$ cat config.mk
export PLATFORM = sky130hd
export DESIGN_NAME = uart_receiver
export DESIGN_NICKNAME = d
export VERILOG_FILES = /design/src/rtl/uart_pkg.sv /design/src/rtl/uart_tick_gen.sv /design/src/rtl/uart_receiver.sv
export SDC_FILE = /design/constraint.sdc
export NUM_CORES = 1
export LEC_CHECK = 0
export ABC_AREA = 1
export ABC_CLOCK_PERIOD_IN_PS = 2290
export CORE_MARGIN = 3
export CORE_UTILIZATION = 45
export DETAILED_ROUTE_END_ITERATION = 10
export DONT_BUFFER_PORTS = 1
export HOLD_SLACK_MARGIN = 0.03
export PLACE_DENSITY = 0.6
export SETUP_SLACK_MARGIN = 0.4
export SLEW_MARGIN = 20
export SYNTH_ARGS = -nofsm -noshare
export SYNTH_HDL_FRONTEND = slang
export SYNTH_SLANG_ARGS = --single-unit
$ cat constraint.sdc
create_clock -name clk -period 2.29 [get_ports clk]
set_clock_uncertainty 0.2 [all_clocks]
set_input_delay 0.1145 -clock clk [delete_from_list [all_inputs] [get_ports clk]]
set_output_delay 0.1145 -clock clk [all_outputs]
set_load 0.05 [all_outputs]
$ cat src/rtl/uart_pkg.sv
// uart_pkg: state encodings, frame constants and defaults for the UART
// receive path.
package uart_pkg;

   localparam int unsigned CLKS_PER_TICK_DEF = 580;
   localparam int unsigned TICKS_PER_BIT_DEF = 9;
   localparam int unsigned FRAME_DATA_BITS   = 8;

   typedef enum logic [1:0] {
      RX_IDLE,
      RX_START,
      RX_DATA,
      RX_STOP
   } rx_state_e;

   typedef enum logic [1:0] {
      HS_IDLE,
      HS_REQ,
      HS_DONE
   } hs_state_e;

   // The sender shifts d[1]..d[7] first and d[0] last.
   function automatic logic [2:0] bit_idx(input logic [2:0] k);
      return k + 3'd1;
   endfunction

endpackage

$ cat src/rtl/uart_tick_gen.sv
// uart_tick_gen: free-running oversample divider with synchronous restart.
// Shared with the sender so both ends count ticks identically.
module uart_tick_gen #(
   parameter int unsigned CLKS_PER_TICK = 580
) (
   input  logic clk,
   input  logic clr,
   input  logic restart_i,
   output logic tick_o
);

   localparam int unsigned W =
      (CLKS_PER_TICK > 1) ? $clog2(CLKS_PER_TICK) : 1;
   localparam logic [W-1:0] LAST = W'(CLKS_PER_TICK - 1);

   logic [W-1:0] div_q;
   logic [W-1:0] div_d;

   always_comb begin
      if (restart_i || div_q == LAST) begin
         div_d = '0;
      end else begin
         div_d = div_q + 1'b1;
      end
   end

   always_ff @(posedge clk or posedge clr) begin
      if (clr) begin
         div_q <= '0;
      end else begin
         div_q <= div_d;
      end
   end

   assign tick_o = (div_q == LAST) && !restart_i;

endmodule

$ cat src/rtl/uart_receiver.sv
// uart_receiver: frame recovery from rxd with a 4-phase req/ack output.
// Define UART_RX_MAJORITY_EN for 2-of-3 majority sampling around mid-bit.
module uart_receiver
   import uart_pkg::*;
#(
   parameter int unsigned CLKS_PER_TICK = CLKS_PER_TICK_DEF,
   parameter int unsigned TICKS_PER_BIT = TICKS_PER_BIT_DEF
) (
   input  logic                       clk,
   input  logic                       clr,
   input  logic                       rxd,
   input  logic                       ack,
   output logic [FRAME_DATA_BITS-1:0] data,
   output logic                       req,
   output logic                       frm_err,
   output logic                       ovr
);

   localparam int unsigned TW =
      (TICKS_PER_BIT > 1) ? $clog2(TICKS_PER_BIT) : 1;
   localparam int unsigned MID = TICKS_PER_BIT / 2;
   localparam logic [TW-1:0] LAST_T = TW'(TICKS_PER_BIT - 1);
`ifdef UART_RX_MAJORITY_EN
   localparam logic [TW-1:0] PRE_T = TW'(MID - 1);
   localparam logic [TW-1:0] MID_T = TW'(MID);
   localparam logic [TW-1:0] SMP_T = TW'(MID + 1);
`else
   localparam logic [TW-1:0] SMP_T = TW'(MID);
`endif
   localparam logic [2:0] LAST_BIT = 3'(FRAME_DATA_BITS - 1);

   logic [1:0] sync_q;
   logic       rxs;
   logic       rxs_prev_q;
   logic       fall;
   logic       tick;
   logic       restart;
   logic       smp_now;
   logic       smp_bit;
   logic       bit_end;
   logic       load;
   logic       hs_busy;

   rx_state_e  rx_q;
   hs_state_e  hs_q;
   logic [TW-1:0] tix_q;
   logic [2:0]    bit_q;
   logic [FRAME_DATA_BITS-1:0] shf_q;
   logic [FRAME_DATA_BITS-1:0] data_q;
   logic req_q;
   logic frm_q;
   logic ovr_q;
`ifdef UART_RX_MAJORITY_EN
   logic [1:0] maj_q;
`endif

   assign rxs     = sync_q[1];
   assign fall    = rxs_prev_q && !rxs;
   assign restart = (rx_q == RX_IDLE) && fall;
   assign smp_now = tick && (tix_q == SMP_T);
   assign bit_end = tick && (tix_q == LAST_T);
   assign hs_busy = (hs_q != HS_IDLE);

`ifdef UART_RX_MAJORITY_EN
   assign smp_bit = (maj_q[0] & maj_q[1]) |
                    (maj_q[0] & rxs) |
                    (maj_q[1] & rxs);
`else
   assign smp_bit = rxs;
`endif

   assign load = smp_now && (rx_q == RX_STOP) &&
                 smp_bit && !hs_busy;

   uart_tick_gen #(
      .CLKS_PER_TICK(CLKS_PER_TICK)
   ) u_tick (
      .clk      (clk),
      .clr      (clr),
      .restart_i(restart),
      .tick_o   (tick)
   );

   always_ff @(posedge clk or posedge clr) begin
      if (clr) begin
         sync_q     <= 2'b11;
         rxs_prev_q <= 1'b1;
         rx_q       <= RX_IDLE;
         tix_q      <= '0;
         bit_q      <= '0;
         shf_q      <= '0;
         frm_q      <= 1'b0;
         ovr_q      <= 1'b0;
`ifdef UART_RX_MAJORITY_EN
         maj_q      <= 2'b11;
`endif
      end else begin
         sync_q     <= {sync_q[0], rxd};
         rxs_prev_q <= rxs;
         frm_q      <= 1'b0;
         ovr_q      <= 1'b0;
         if (tick && rx_q != RX_IDLE) begin
            tix_q <= bit_end ? '0 : tix_q + 1'b1;
         end
`ifdef UART_RX_MAJORITY_EN
         if (tick && tix_q == PRE_T) maj_q[0] <= rxs;
         if (tick && tix_q == MID_T) maj_q[1] <= rxs;
`endif
         unique case (rx_q)
            RX_IDLE: begin
               if (fall) begin
                  rx_q  <= RX_START;
                  tix_q <= '0;
               end
            end
            RX_START: begin
               if (smp_now && smp_bit) begin
                  rx_q <= RX_IDLE;
               end else if (bit_end) begin
                  rx_q  <= RX_DATA;
                  bit_q <= '0;
               end
            end
            RX_DATA: begin
               if (smp_now) shf_q[bit_idx(bit_q)] <= smp_bit;
               if (bit_end) begin
                  if (bit_q == LAST_BIT) rx_q <= RX_STOP;
                  else bit_q <= bit_q + 1'b1;
               end
            end
            RX_STOP: begin
               // stop2 is left unchecked so the next start can follow.
               if (smp_now) begin
                  rx_q <= RX_IDLE;
                  if (!smp_bit) frm_q <= 1'b1;
                  else if (hs_busy) ovr_q <= 1'b1;
               end
            end
            default: rx_q <= RX_IDLE;
         endcase
      end
   end

   always_ff @(posedge clk or posedge clr) begin
      if (clr) begin
         hs_q   <= HS_IDLE;
         data_q <= '0;
         req_q  <= 1'b0;
      end else begin
         unique case (hs_q)
            HS_IDLE: begin
               if (load) begin
                  data_q <= shf_q;
                  req_q  <= 1'b1;
                  hs_q   <= HS_REQ;
               end
            end
            HS_REQ: begin
               if (ack) begin
                  req_q <= 1'b0;
                  hs_q  <= HS_DONE;
               end
            end
            HS_DONE: begin
               if (!ack) hs_q <= HS_IDLE;
            end
            default: begin
               req_q <= 1'b0;
               hs_q  <= HS_IDLE;
            end
         endcase
      end
   end

   assign data    = data_q;
   assign req     = req_q;
   assign frm_err = frm_q;
   assign ovr     = ovr_q;

endmodule

==> results.toml, run 1 <==
[place]
place_ws_ps = 364
dp_cells = 290
place_hpwl_mm = 2.61
io_buffers = 0
gp_congestion = 0.768

[final_layout]
multi_input_area_sq_um = 1010
layout.cells.non_filler = 316
diodes = 0
nNetsFinal = 272
post-route-util_pct = 57.2
syn_to_final_growth_pct = 19.8
ff_latch_area_sq_um = 1080
fillers = 416
drive_gt1_share_pct = 26.1

[yosys]
syn-cell-area_sq_um = 2120
ys_async_sr_fraction_pct = 100
syn_avg_cell_area_sq_um = 8.94
syn_nets = 246
synth-edff-count = 0
yosysWarnings = 0
synth_cell_type_count = 30
synthCells = 237
ys.flop_type = "dfrtp_1"
yosysSeqAreaShare_pct = 50.9
synth_seq_cells = 43

[route]
dr.pass1.iters = 4
vias = 1569
drcViolationCount = 0
ant_nets = 0
vias_per_cell = 4.97
routedWlPerCell_um = 11.9
drt-total-wl_mm = 3.76
drt-initial-drc-count = 70

[global_routing]
antenna_found_initial = 0
overflow = 0
grt_pass1_wl_mm = 6.25
gr-usage-all-layers_pct = 14.6
grt_pass1_vias = 1414
grt_start_max_net_pins = 44

[sta]
min_period_over_period_pct = 80.3
setup_slack_ps = 451
period_needed_ps = 1840
fmax_mhz = 544
slew_viol_final = 0
finalSetupViolations = 0
finalHoldViolCount = 0
max_slew_margin_pct = 64.6
worstMarginPinSlew_ps = 531
final.setup.tns_ps = 0
rsz0062_at_grt = "true"

[cts]
h-tree-depth = 2
clkSlewWorstSetupHoldPaths_ps = 80
ctsLongestPathBuffers = 2
cts_sinks = 43
cts_root_buffer = "clkbuf_8"
insertion_delay_ps = 290
numCtsBuffers = 5
cts_tree = "built"

[setup_path]
crit_path_end_kind = "flip-flop"
crit_path_top_delay_cell = "dfrtp_1"
critPathKind = "flip-flop to flip-flop"
cp_cell_sequence = "ha_4 > inv_2 > nor2_4 > nand3_4 > nor2_8 > nand4_4 > nor2_8 > nand2_4 > nand2_1 > nand2_1"
path_max_fanout = 10
worstSetupStartpointType = "flip-flop"
cp.required_ps = 2270
arrival_ps = 1820
max_stage_delay_ps = 400
reg2reg_depth = 10

[floorplanning]
die_h_um = 74.6
die-area_sq_um = 5570
die-width_um = 74.6
rows = 24
pin_count = 15
coreArea_sq_um = 4440
start_util_pct = 47.7

[power]
power_density_nw_per_um2 = 722
power_frac_seq_pct = 48.6
leakagePower_nw = 1.25
netSwitchingFraction_pct = 28.0
irDropWorstVdd_uv = 445
p_int_mw = 1.32
pwr-share-clk_pct = 33.4
p_switching_uw = 513
pwr-share-comb_pct = 18.0

[hold_path]
hold_class = "flip-flop to flip-flop"
holdPathStages = 0

[status]
status = "finished clean"

[flow_run]
maxCapViolCount = 0
==> Yosys cell counts, types with 2 or more instances <==
cell,n,area share (%)
nor3b_1,4,1.4
inv_1,27,4.8
nor2_2,4,1.2
nand3_1,16,3.8
nor3b_2,2,1.2
nor2_1,20,3.5
o21ai_1,7,1.7
dfrtp_1,40,47
nand2_2,3,0.89
nor3_1,5,1.2
nand3_2,2,0.94
a21oi_1,7,1.7
o21ai_0,11,2.6
nor2_8,2,1.9
nand2_1,59,10
dfstp_2,3,3.7
nand4_1,3,0.89
nor2_4,3,1.6
ha_1,5,3.0
inv_2,4,0.71
==> cells in the final DEF, fill, tap and decap left out <==
cell	n
nor2_4	5
nor2_1	19
bufinv_16	1
nand3_2	4
nand4_4	1
nand4_2	1
nor3b_1	4
o21bai_1	1
nor3b_2	2
dfstp_2	3
clkbuf_8	6
nand2_2	6
dlygate4sd3_1	3
inv_1	23
nand2_4	1
a21oi_1	7
xor2_1	1
nand3_1	12
ha_1	3
nand2_1	56
inv_2	8
o21ai_2	2
nor3_1	5
nand4_1	3
o21ai_1	8
nor2_2	3
dfrtp_1	40
nor2_8	2
nand3_4	3
o21ai_0	9
inv_6	1
ha_4	2
o211ai_2	1
buf_4	16
a31oi_1	1
nor3_4	1
==> critical path, delay by kind of cell, from the launching register on <==
kind / cells / cell delay, ps
fa+ha+maj: 1 / 160
flops: 1 / 400
buf+inv: 1 / 40
simple gates: 8 / 940
==> layer usage <==
metal	wire length, um	share of wire, %	vias up	track usage, %
met1	1860	50	725	20.3
met4	22	0.59	0	4.15
met3	111	3.0	2	3.74
met2	1760	47	20	22.6
met5	0	0	-	0
li1	-	-	822	-
==> power by group through the flow <==
stage	Combinational [mW]	Sequential, mW	Clock, mW
2_1_floorplan	0.210	0.890	0
3_3_place_gp	0.246	0.903	0
3_5_place_dp	0.246	0.903	0
4_1_cts	0.286	0.882	0.637
5_1_grt	0.381	0.901	0.669
6_report	0.330	0.891	0.613
==> area by class of cell <==
class	instances	share of cell area [%]
clock buffers	6	3.25
inverters	31	4.58
flip-flops and latches	43	42.5
well taps	52	2.56
multi-input cells	163	39.7
clock inverters	2	1.53
repair buffers	19	5.91
==> cells by family (layout without fill, tap and decap cells) <==
kind of cell	count (synthesis)	count (layout)	share of synthesized area (%)
buffers and inverters	31	58	5.49
DFF	43	43	50.9
AOI/OAI and AO/OA	29	29	7.56
adders and majority gates	5	5	2.95
and+or+nand+nor	128	128	32.6
xor gates and xnor gates	1	1	0.413
==> path summary, 6_finish.rpt <==
path,startpoint,to,slack (ps)
worst max-delay path,u_tick.div_q[1],data[7],450
worst min-delay path,sync_q[0],sync_q[1],170
worst max register to register,u_tick.div_q[1],data[7],450
worst min register to register,sync_q[0],sync_q[1],170
max in group asynchronous,clr,rxs_prev_q,1310
min in group asynchronous,clr,frm_err,200
==> per-stage QoR <==
| step | cell area (sq um) | power, mW | hold WS (ps) |
|---|---|---|---|
| after global routing | 2540 | 1.95 | 154 |
| after global placement | 2190 | 1.15 | -80.8 |
| final | 2540 | 1.83 | 168 |
| after CTS | 2410 | 1.80 | 165 |
| after floorplan | 2120 | 1.10 | -81.0 |
| after detailed placement | 2190 | 1.15 | -80.8 |
==> flip-flops by register name, summed over array words and instances (netlist names), named ones only <==
name,cells
hs_q,2
shf_q,8
data,8
sync_q,2
u_tick.div_q,10
req,1
rxs_prev_q,1
rx_q,1
frm_err,1
ovr,1
bit_q,3
tix_q,4
==> what timing repair did <==
action | in CTS | in global routing
pin swaps | 3 | 10
hold endpoints to repair | 47 | 0
endpoints found under the setup margin | 11 | 25
buffers inserted | 8 | 7
resized for setup | 1 | 22
hold buffers | 3 | 0
No activity file was read; power rests on OpenSTA's default activity.
==> inputs of run 2 (changes only) <==
ABC_CLOCK_PERIOD_IN_PS = 1650   (was 2290)
PLACE_DENSITY = 0.62   (was 0.6)
clock period = 1.65 ns   (was 2.29 ns; I/O delays follow)
==> run 2 against run 1 <==
Effect of this change:
- setup slack worse by 640 ps
- sequential cell count stayed put
- largest power group unchanged
- maximum frequency grew 0.14%
- the flow now finishes with violations (setup timing)
- largest cell class is now multi-input gates
- highest routed layer unchanged
==> results.toml, run 2 (same netlist as run 1, synthesis figures left out) <==
[status]
status = "complete, but fails checks"
violations = "setup timing"

[place]
gp_congestion = 0.794
place_hpwl_mm = 2.96
dp_cells = 323
io_buffers = 0

[final_layout]
drive_gt1_share_pct = 44.3
diodes = 0
regMostFlops = "u_tick.div_q"
layout_common_cells = "nand2_1, dfrtp_1, buf_4"
largest_register_ffs = 10
mostFrequentLayoutCell = "nand2_1"
syn_to_final_growth_pct = 36.3
nNetsFinal = 297
layout.cells.non_filler = 341

[floorplanning]
coreArea_sq_um = 4440
die-width_um = 74.6
die-area_sq_um = 5570
die_h_um = 74.6
pin_count = 15
rows = 24
start_util_pct = 47.7

[setup_path]
path_max_fanout = 3
arrival_ps = 1830
worstSetupStartpointType = "flip-flop"
critPathKind = "flip-flop to flip-flop"
crit_path_end_kind = "flip-flop"
cp.required_ps = 1650
reg2reg_depth = 11

[route]
vias_per_cell = 5.04
ant_nets = 0
drt-initial-drc-count = 63
vias = 1718
drcViolationCount = 0
dr.pass1.iters = 5
routedWlPerCell_um = 13.0
drt-total-wl_mm = 4.43

[global_routing]
gr-usage-all-layers_pct = 16.3
antenna_found_initial = 0
grt_pass1_vias = 1569
grt_pass1_wl_mm = 6.97
overflow = 0
grt_start_max_net_pins = 34

[sta]
final.setup.tns_ps = -3280
period_needed_ps = 1840
rsz0062_at_grt = "true"
slew_viol_final = 0
max_slew_margin_pct = 52.6
finalHoldViolCount = 0
worstMarginPinSlew_ps = 709
finalSetupViolations = 28
fmax_mhz = 545
min_period_over_period_pct = 111
setup_slack_ps = -186
timing.hold.ws_ps = 134

[cts]
clkSlewWorstSetupHoldPaths_ps = 90
h-tree-depth = 2
numCtsBuffers = 5
cts_tree = "built"
cts_sinks = 43
insertion_delay_ps = 300
ctsLongestPathBuffers = 2
cts_root_buffer = "clkbuf_8"

[power]
irDropWorstVdd_uv = 887
power_density_nw_per_um2 = 925
leakagePower_nw = 1.40

[hold_path]
holdPathStages = 1
hold_class = "input port to flip-flop"

[flow_run]
maxCapViolCount = 0
[run 2: cell types whose count changed in the layout (fill, tap and decap cells not counted), moves of 5 or more]
cell,change
buf_4,+18
buf_6,+5
nand2_1,-11
nand2_2,+10
nor2_1,-7
o21ai_0,-5
o21ai_1,+5
[run 2: routing by layer]
layer	vias to the layer above	track usage, %	wire (um)
li1	871	-	-
met1	816	21.2	1950
met2	23	27.4	2310
met3	8	3.20	106
met4	0	5.34	59
met5	-	0	0
[run 2: final timing paths]
kind / start / end / slack [ps]
setup / recovery: tix_q[0] / flip-flop / -190
hold / removal: rxd / sync_q[0] / 130
setup reg to reg: tix_q[0] / flip-flop / -190
hold reg to reg: sync_q[0] / sync_q[1] / 160
max in group asynchronous: clr / tix_q[2] / 520
min in group asynchronous: clr / hs_q[1] / 170
[run 2: report_power, final]
group          switching [mW]  internal [mW]  leakage [nW]
Sequential             0.0813           1.13         0.575
Combinational           0.409          0.353         0.782
Clock                   0.392          0.303        0.0408
[run 2: repair_timing]
| action | CTS | global route |
|---|---|---|
| buffers inserted | 2 | 4 |
| hold buffers | 3 | 0 |
| setup endpoints to repair | 39 | 48 |
| gates cloned | 1 | 0 |
| pin swaps | 2 | 23 |
| resized for setup | 12 | 53 |
| endpoints found under the hold margin | 47 | 0 |
[run 2: layout make-up]
class,count,area [sq um]
Fill cell,363,1560
Multi-Input combinational cell,164,1170
Sequential cell,43,1080
Timing Repair Buffer,43,362
Inverter,31,120
Clock buffer,5,68.8
Tap cell,52,65.1
Clock inverter,3,23.8
[run 2: stage by stage]
step / cell area (sq um) / util, % / power [mW] / setup slack (ps)
final: 2890 / 65.0 / 2.67 / -186
after global routing: 2890 / 65.0 / 2.84 / -309
after CTS: 2660 / 59.9 / 2.47 / -144
after detailed placement: 2480 / 55.7 / 1.75 / -130
after global placement: 2480 / 55.7 / 1.75 / -96.3
after floorplan: 2140 / - / 1.54 / -120
[run 2: critical path, stage by stage (launching register included)]
cell and delay (ps):
dfrtp_1 390, inv_2 90, ha_4 130, inv_2 50, nor2_1 190, nand4_2 190
nand2_1 120, nand2_2 80, nor2_4 120, nand3_2 80, nand2_1 60, nand2_1 50
==> inputs of run 3 (changes only) <==
PLACE_DENSITY = default   (was 0.62)
==> run 3 against run 2 <==
Effect of this change:
- the flow still finishes with violations (setup timing)
- routed wire length is 4.1% lower
- first-iteration DRC count rose by 24%
- die area unchanged
- total power decreased by 7.3%
- combinational power is 23% lower
- core utilization down 1.8 points
- sequential cell count stayed put
- global-route usage grew 0.41 points
==> results.toml, run 3 (same netlist as run 1, synthesis figures left out) <==
[status]
status = "complete, but fails checks"
violations = "setup timing"

[setup_path]
crit_path_top_delay_cell = "dfrtp_1"
arrival_ps = 1830
reg2reg_slack_ps = -190
cp.required_ps = 1640
max_stage_delay_ps = 360
path_max_fanout = 5
worstSetupStartpointType = "flip-flop"
crit_path_end_kind = "flip-flop"
critical_path.top_delay_family = "simple AND/OR/NAND/NOR gates"
cp_cell_sequence = "ha_2 > inv_2 > nor2_4 > nand3_4 > nor2_8 > nand4_4 > nor2_8 > nand2_4 > nand2_2 > nand2_1"
cp_common_cell = "nor2_8"
critPathBufInv = 1
critPathKind = "flip-flop to flip-flop"

[route]
wl_met3_um = 114
dr.max_layer_used = "met4"
wl_met1_mm = 2.08
vias_per_cell = 4.94
routedWlPerCell_um = 12.6
dr.pass1.iters = 4
routed-wl-met2_mm = 1.98
vias = 1666
ant_nets = 0
drcViolationCount = 0
drt-total-wl_mm = 4.25
drt-initial-drc-count = 78

[global_routing]
grt_pass1_wl_mm = 7.09
overflow = 0
grt_pass1_vias = 1630
grt_start_max_net_pins = 24
gr-usage-all-layers_pct = 16.7
antenna_found_initial = 0

[cts]
insertion_delay_ps = 300
numCtsBuffers = 5
cts_tree = "built"
cts_sinks = 43
ctsLongestPathBuffers = 2
h-tree-depth = 2
cts_root_buffer = "clkbuf_8"
clkSlewWorstSetupHoldPaths_ps = 90

[final_layout]
syn_to_final_growth_pct = 32.5
post-route-util_pct = 63.2
diodes = 0
drive_gt1_share_pct = 38.6
nNetsFinal = 293
layout_common_cells = "nand2_1, dfrtp_1, buf_4"
largest_register_ffs = 10
design_area_sq_um = 2810
regMostFlops = "u_tick.div_q"
mostFrequentLayoutCell = "nand2_1"

[sta]
finalHoldViolCount = 0
min_period_over_period_pct = 112
max_slew_margin_pct = 65.6
worstMarginPinSlew_ps = 516
timing.hold.ws_ps = 75.3
finalSetupViolations = 36
rsz0062_at_grt = "true"
slew_viol_final = 0
setup_slack_ps = -192
period_needed_ps = 1840
fmax_mhz = 543

[power]
pwr-share-comb_pct = 23.8
p_int_mw = 1.72
leakagePower_nw = 1.36
power_frac_seq_pct = 48.7
pwr-share-clk_pct = 27.5
netSwitchingFraction_pct = 30.5
power_density_nw_per_um2 = 882
irDropWorstVdd_uv = 578
p_switching_uw = 756

[place]
place_hpwl_mm = 2.92
placed_area_sq_um = 2470
place_ws_ps = -161
io_buffers = 0
gp_congestion = 0.807

[floorplanning]
die-area_sq_um = 5570
coreArea_sq_um = 4440
rows = 24
pin_count = 15
die_h_um = 74.6
start_util_pct = 47.7
die-width_um = 74.6

[hold_path]
hold_class = "input port to async pin"

[flow_run]
maxCapViolCount = 0
## run 3: cell types whose count changed in the layout (fill, tap and decap cells not counted), moves of 3 or more
cell | previous run | this run
nor2_1 | 12 | 15
nor3b_2 | 6 | 2
nor2_4 | 9 | 4
nand2_2 | 16 | 13
nor3b_1 | 0 | 4
buf_4 | 34 | 29
nor3_1 | 1 | 4
## run 3: power by group through the flow
stage / registers, mW / clock network, mW / logic [mW]
detailed placement: 1.23 / 0 / 0.508
global route: 1.22 / 0.752 / 0.669
floorplan: 1.24 / 0 / 0.301
finish: 1.21 / 0.680 / 0.589
global placement: 1.23 / 0 / 0.506
CTS: 1.20 / 0.712 / 0.557
## run 3: repair_timing
item,in CTS,in global routing
hold buffers,3,0
setup buffers,4,1
hold endpoints to repair,47,0
setup endpoints to repair,41,49
pin swaps,5,8
gates resized for setup,17,25
cloned,0,2
## run 3: path summary, 6_finish.rpt
| check | from | endpoint | cells past startpoint |
|---|---|---|---|
| setup / recovery | u_tick.div_q[0] | data[3] | 10 |
| hold / removal | clr | hs_q[1] | 2 |
| setup reg to reg | u_tick.div_q[0] | data[3] | 10 |
| hold reg to reg | sync_q[0] | sync_q[1] | 0 |
| max in group asynchronous | clr | rxs_prev_q | 3 |
| min in group clk | rxd | sync_q[0] | 1 |
## run 3: routing by layer
layer,up-vias,global-route usage (%)
met5,-,0
met4,0,6.32
met3,9,4.14
met2,19,26.2
met1,769,22.4
li1,869,-
## run 3: cell type report
class | instances | area (sq um)
Tap cell | 52 | 65.1
Clock inverter | 3 | 23.8
Multi-Input combinational cell | 164 | 1080
Fill cell | 370 | 1640
Inverter | 31 | 120
Timing Repair Buffer | 39 | 367
Sequential cell | 43 | 1080
Clock buffer | 5 | 68.8
## run 3: per-stage QoR
| step | power, mW | std cells | setup TNS [ps] |
|---|---|---|---|
| 5_1_grt | 2.64 | 337 | -7620 |
| 2_1_floorplan | 1.54 | 237 | -1430 |
| 3_5_place_dp | 1.73 | 319 | -2670 |
| 6_report | 2.48 | 337 | -3880 |
| 4_1_cts | 2.47 | 334 | -2740 |
| 3_3_place_gp | 1.73 | 319 | -1670 |
